## src/rtl/expr_eval.sv

```systemverilog
// -----------------------------------------------------------------------------
// expr_eval
//
// Evaluates single-digit arithmetic expressions delivered one ASCII character
// per accepted beat. Operands are '0'..'9', operators are '+' and '*', and '*'
// binds tighter than '+'. Each expression ends with the beat that carries
// in_last. One cycle after that beat the block presents a registered result
// for one cycle. Malformed expressions are flagged on err.
//
// Evaluation keeps three pieces of state:
//   sum      : total of all completed '+' terms
//   prod     : value of the product term currently being built
//   mul_pend : a '*' has been seen, so the next digit multiplies into prod
//
// Parameters:
//   W             width of result and accumulators; arithmetic wraps mod 2^W
//
// Ports:
//   clk           rising-edge clock
//   clr_n         asynchronous active-low reset
//   in_valid      in / in_last are meaningful; when low, all state holds
//   in            ASCII character
//   in_last       marks the final character of the expression
//   result        value of the last completed expression (held between pulses)
//   result_valid  one-cycle pulse when result/err/ovf update
//   err           last completed expression was malformed
//   ovf           arithmetic wrap happened in the last expression
//
// Configuration:
//   EXPR_EVAL_OVF_EN  when defined, ovf reports whether any product or sum in
//                     the expression exceeded 2^W-1 at full precision. ovf is
//                     forced to 0 on errored expressions. When undefined, ovf
//                     is tied to 0.
// -----------------------------------------------------------------------------
module expr_eval #(
  parameter int W = 16
) (
  input  logic         clk,
  input  logic         clr_n,
  input  logic         in_valid,
  input  logic [7:0]   in,
  input  logic         in_last,
  output logic [W-1:0] result,
  output logic         result_valid,
  output logic         err,
  output logic         ovf
);

  typedef enum logic [1:0] {
    S_OPND,  // expecting a digit
    S_NUM,   // digit seen, expecting an operator or the end
    S_ERR    // grammar violated; absorb characters until in_last
  } state_e;

  state_e         state_q, state_d;
  logic [W-1:0]   sum_q, sum_d;
  logic [W-1:0]   prod_q, prod_d;
  logic           mul_pend_q, mul_pend_d;
  logic [W-1:0]   result_q, result_d;
  logic           result_valid_q, result_valid_d;
  logic           err_q, err_d;

  // Character decode. For '0'..'9' the low nibble equals in - 8'h30.
  logic           is_digit;
  logic           is_plus;
  logic           is_star;
  logic [3:0]     digit;

  // Full-precision arithmetic. The upper bits reveal wrap-around.
  logic [W+3:0]   prod_full;  // prod * digit
  logic [W+3:0]   term_full;  // value of the current product term
  logic [W-1:0]   term;
  logic [W:0]     add_full;   // sum + prod, on '+'
  logic [W:0]     final_full; // sum + term, on the last digit

  // Per-beat events for the optional overflow tracking.
  logic           hit;        // a wrap happened on this beat
  logic           done;       // in_last beat accepted
  logic           done_ok;    // in_last beat completed a well-formed expression

  always_comb begin
    is_digit   = (in >= 8'h30) && (in <= 8'h39);
    is_plus    = (in == 8'h2b);
    is_star    = (in == 8'h2a);
    digit      = in[3:0];

    prod_full  = {4'b0000, prod_q} * {{W{1'b0}}, digit};
    term_full  = mul_pend_q ? prod_full : {{W{1'b0}}, digit};
    term       = term_full[W-1:0];
    add_full   = {1'b0, sum_q} + {1'b0, prod_q};
    final_full = {1'b0, sum_q} + {1'b0, term};
  end

  // Next-state logic.
  // NOTE: every variable assigned below gets a default first, so no path
  // leaves one unassigned and no latch is inferred.
  always_comb begin
    state_d        = state_q;
    sum_d          = sum_q;
    prod_d         = prod_q;
    mul_pend_d     = mul_pend_q;
    result_d       = result_q;
    err_d          = err_q;
    result_valid_d = 1'b0;
    hit            = 1'b0;
    done           = 1'b0;
    done_ok        = 1'b0;

    if (in_valid) begin
      if (in_last) begin
        // Close the expression and rearm for the next one immediately.
        done           = 1'b1;
        result_valid_d = 1'b1;
        state_d        = S_OPND;
        sum_d          = '0;
        prod_d         = '0;
        mul_pend_d     = 1'b0;
        if (state_q == S_OPND && is_digit) begin
          done_ok  = 1'b1;
          result_d = final_full[W-1:0];
          err_d    = 1'b0;
          hit      = (mul_pend_q && (|term_full[W+3:W])) || final_full[W];
        end else begin
          result_d = '0;
          err_d    = 1'b1;
        end
      end else begin
        unique case (state_q)
          S_OPND: begin
            if (is_digit) begin
              prod_d     = term;
              mul_pend_d = 1'b0;
              state_d    = S_NUM;
              hit        = mul_pend_q && (|term_full[W+3:W]);
            end else begin
              state_d = S_ERR;
            end
          end
          S_NUM: begin
            if (is_plus) begin
              sum_d   = add_full[W-1:0];
              prod_d  = '0;
              state_d = S_OPND;
              hit     = add_full[W];
            end else if (is_star) begin
              mul_pend_d = 1'b1;
              state_d    = S_OPND;
            end else begin
              state_d = S_ERR;
            end
          end
          default: begin
            state_d = S_ERR;
          end
        endcase
      end
    end
  end

  // NOTE: sequential state uses non-blocking assignments so every flop
  // samples the pre-edge value of the others, independent of block order.
  always_ff @(posedge clk or negedge clr_n) begin
    if (!clr_n) begin
      state_q        <= S_OPND;
      sum_q          <= '0;
      prod_q         <= '0;
      mul_pend_q     <= 1'b0;
      result_q       <= '0;
      result_valid_q <= 1'b0;
      err_q          <= 1'b0;
    end else begin
      state_q        <= state_d;
      sum_q          <= sum_d;
      prod_q         <= prod_d;
      mul_pend_q     <= mul_pend_d;
      result_q       <= result_d;
      result_valid_q <= result_valid_d;
      err_q          <= err_d;
    end
  end

  assign result       = result_q;
  assign result_valid = result_valid_q;
  assign err          = err_q;

`ifdef EXPR_EVAL_OVF_EN
  // Sticky wrap flag for the expression in progress; published on the result
  // pulse and cleared when the next expression starts.
  logic ovf_flag_q, ovf_flag_d;
  logic ovf_q, ovf_d;

  always_comb begin
    ovf_flag_d = ovf_flag_q | hit;
    ovf_d      = ovf_q;
    if (done) begin
      ovf_flag_d = 1'b0;
      ovf_d      = done_ok & (ovf_flag_q | hit);
    end
  end

  always_ff @(posedge clk or negedge clr_n) begin
    if (!clr_n) begin
      ovf_flag_q <= 1'b0;
      ovf_q      <= 1'b0;
    end else begin
      ovf_flag_q <= ovf_flag_d;
      ovf_q      <= ovf_d;
    end
  end

  assign ovf = ovf_q;
`else
  // Overflow tracking is compiled out; these events have no consumer.
  logic unused_ovf_events;
  assign unused_ovf_events = ^{hit, done, done_ok};
  assign ovf = 1'b0;
`endif

endmodule

```

## config.mk

```make
export PLATFORM = sky130hd
export DESIGN_NAME = expr_eval
export DESIGN_NICKNAME = d
export VERILOG_FILES = /design/src/rtl/expr_eval.sv
export SDC_FILE = /design/constraint.sdc
export NUM_CORES = 1
export LEC_CHECK = 0
export ABC_CLOCK_PERIOD_IN_PS = 12400
export CAP_MARGIN = 10
export CORE_MARGIN = 2
export CORE_UTILIZATION = 55
export CTS_CLUSTER_SIZE = 10
export DETAILED_ROUTE_END_ITERATION = 10
export GPL_TIMING_DRIVEN = 0
export PLACE_DENSITY_LB_ADDON = 0.15
export RECOVER_POWER = 50
export SYNTH_ARGS = -nofsm -noshare
export SYNTH_HDL_FRONTEND = slang
export SYNTH_SLANG_ARGS = --single-unit
```

## constraint.sdc

```tcl
create_clock -name clk -period 12.4 [get_ports clk]
set_clock_uncertainty 0.1 [all_clocks]
set_input_delay 2.48 -clock clk [delete_from_list [all_inputs] [get_ports clk]]
set_output_delay 2.48 -clock clk [all_outputs]
set_load 0.02 [all_outputs]
```

==> results.toml <==
[critical_path]
cp_top_family = "compound AO/OA/AOI/OAI gates"
crit_required_ns = 12.50
ff2ff_path_depth = 22
crit_type = "input pin to flip-flop"
cp-start-kind = "input pin"
crit_cells = 22
arrival_ns = 8.36
path_common_cell = "fa_1"
slowest_stage = "clkdlybuf4s50_1"
crit_path_max_fanout = 10
cp_cell_sequence = "clkdlybuf4s50_1, clkbuf_1, nand2_1, fa_1, fa_1, fa_1, nor2b_1, o21ai_0, a21oi_1, o21ai_0, a21oi_1, o21a_1, nor2_1, xnor2_1, and2_1, ha_1, a21o_1, o31ai_2, a21oi_2, o41ai_2, xor3_1, a22o_1"
end_kind = "flip-flop"
cpPeakStageDelay_ns = 0.74
crit_buf_inv = 2

[timing]
hold_viol_final = 0
post-route-period-util = 0.666
slew_headroom = -0.374
hold_ws_ns = 0.368
tightest_slew_ns = 2.06
rsz0062_at_grt = "false"
min_period_ns = 8.26
setup_viol = 0
final_max_slew_viol_count = 40
worst_slack_ns = 4.14
fmax_ghz = 0.121
setup_tns_ns = 0

[synth]
synth_area_per_cell_um2 = 8.89
seq_area_frac_synth = 0.261
syn_area_um2 = 5090
synth_edf_count = 0
ys_warn_count = 0
ys_seq_elements = 53
yosysTopAreaCell = "dfrtp_1"
yosysMostFrequentCell = "inv_1"
synth_cell_types = 61
synthCells = 572
netlist_top_cells_area = "dfrtp_1 26%, ha_1 11%, fa_1 11%"
async_flop_share = 1.00
syn_nets = 656
synth-main-ff-cell = "dfrtp_1"
synth_top_area_share = 0.261
synth_common_cells = "62 x inv_1, 60 x nand2_1, 53 x dfrtp_1"

[cells_and_area]
final_util = 0.611
nets = 689
drive_gt1_frac = 0.0413
antenna_cells = 0
area_delta_synth_final_pct = 9.37

[global_routing]
antenna_found_initial = 0
grt_pass1_vias = 4248
grt_max_degree = 40
grt_use_total = 0.254
grt_overflow = 0
grt_pass1_wl_mm = 20.3

[run_status]
outcome = "finished with violations"
violations = "capacitance limit, slew limit"

[power_and_ir_drop]
power_density_nw_per_um2 = 54.1
ir_worst_vdd_mv = 0.0431
power_leakage_nw = 2.75

[route]
vias = 4081
postRouteAntennaNets = 0
drt-pass1-iter-count = 4
drt_wl_total_mm = 11.7
routed_via_density = 5.70
wire_per_inst_um = 16.3
drc = 0
drt_iter0_markers = 185

[cts]
ctsRootBufferMaster = "clkbuf_8"
cts_tree = "yes"
clock-sinks = 53
cts-htree-levels = 2
clockBufferDepth = 2
cts_setup_buffers = 0
post_cts_resized = 0
cts.reportedPaths.clkPinSlew_ns = 0.09
clk_latency_ns = 0.31
cts-buffers-inserted = 5
cts_hold_buf = 0

[place]
dp.final_hpwl_mm = 9.47
dp_slack_ns = 3.86
port_buffers = 25
place.gp.congestion = 0.876

[flow_run]
max-cap-violations = 1

[die]
dieArea_um2 = 10000
rows = 35
dieHeight_um = 100
die_w_um = 100
core_um2 = 9110
io_pins = 31
initial_core_util = 0.559

[min_path]
hp-class = "flip-flop to flip-flop"
min_path_cells = 2
==> cell usage in the layout, fill, tap and decap left out, types with 3 or more instances in the layout <==
master / netlist / routed
nor2_1: 22 / 22
a32o_1: 4 / 4
clkbuf_1: 17 / 19
o21a_1: 6 / 6
nand2b_1: 6 / 6
a21o_1: 12 / 12
nand3_1: 9 / 9
a21oi_2: 3 / 3
o41ai_1: 4 / 4
nor3b_1: 3 / 3
and3_1: 7 / 7
o31ai_1: 7 / 7
nand2_1: 60 / 60
a21oi_1: 24 / 24
nor3_1: 12 / 12
xor2_1: 6 / 6
o21ai_0: 25 / 25
o211ai_1: 3 / 3
dfrtp_1: 53 / 53
clkdlybuf4s50_1: 0 / 16
clkbuf_8: 1 / 7
a31oi_1: 4 / 4
inv_1: 62 / 62
nor2b_1: 7 / 7
and2_1: 45 / 45
or3_1: 4 / 4
ha_1: 45 / 45
fa_1: 27 / 27
xnor2_1: 27 / 27
a22o_1: 26 / 26
dlygate4sd3_1: 0 / 8
==> path summary, 6_finish.rpt <==
path,from,endpoint,slack [ns]
worst max-delay path,in[3],result[15],4.14
worst min-delay path,result[0],result[0],0.37
worst max register to register,prod_q[1],result[15],6.83
worst min register to register,result[0],result[0],0.37
max in group asynchronous,clr_n,sum_q[13],7.72
min in group asynchronous,clr_n,result[1],2.11
==> kinds of logic after synthesis <==
group | synth area share
muxes | 0.00418
buffers and inverters | 0.0644
xor gates and xnor gates | 0.0615
AOI/OAI and AO/OA | 0.209
adders and majority gates | 0.219
other | 0.000737
and+or+nand+nor | 0.180
DFF | 0.261
==> stage by stage <==
step,power [mW],cells,instance area [um2]
CTS,0.306,716,5580
finish,0.301,716,5560
global route,0.316,716,5560
global placement,0.204,708,5480
detailed placement,0.205,709,5490
floorplan,0.192,572,5090
==> worst min-delay path, cell delays in order, from the launching register on <==
cell	delay, ns
dfrtp_1	0.34
nand2_1	0.05
nand2_1	0.05
==> cell type report <==
type	count	area, um2
fillers	804	3540
multi-input cells	436	3430
flip-flops and latches	53	1330
repair buffers	26	248
inverters	62	233
well taps	111	139
plain buffers	21	95.1
clock buffers	6	82.6
clock inverters	1	7.51
==> state kept, by name (all words and copies together) (netlist names) <==
register,count
err,1
mul_pend_q,1
prod_q,16
result,16
result_valid,1
state_q,2
sum_q,16
==> report_power, final <==
group	switching [mW]	internal (mW)
Clock	0.0561	0.0443
Combinational	0.0177	0.00817
Sequential	0.000945	0.174
==> metal layers <==
metal  routed length, um  vias up  GRT usage  share of wire
met3                 427       14     0.0299          0.037
met2                5440       81      0.421           0.47
met1                5560     1945      0.346           0.48
li1                    -     2041          -              -
met4                 237        0     0.0864          0.020
met5                   0        -          0              0
Power figures use the tool's default switching activity.
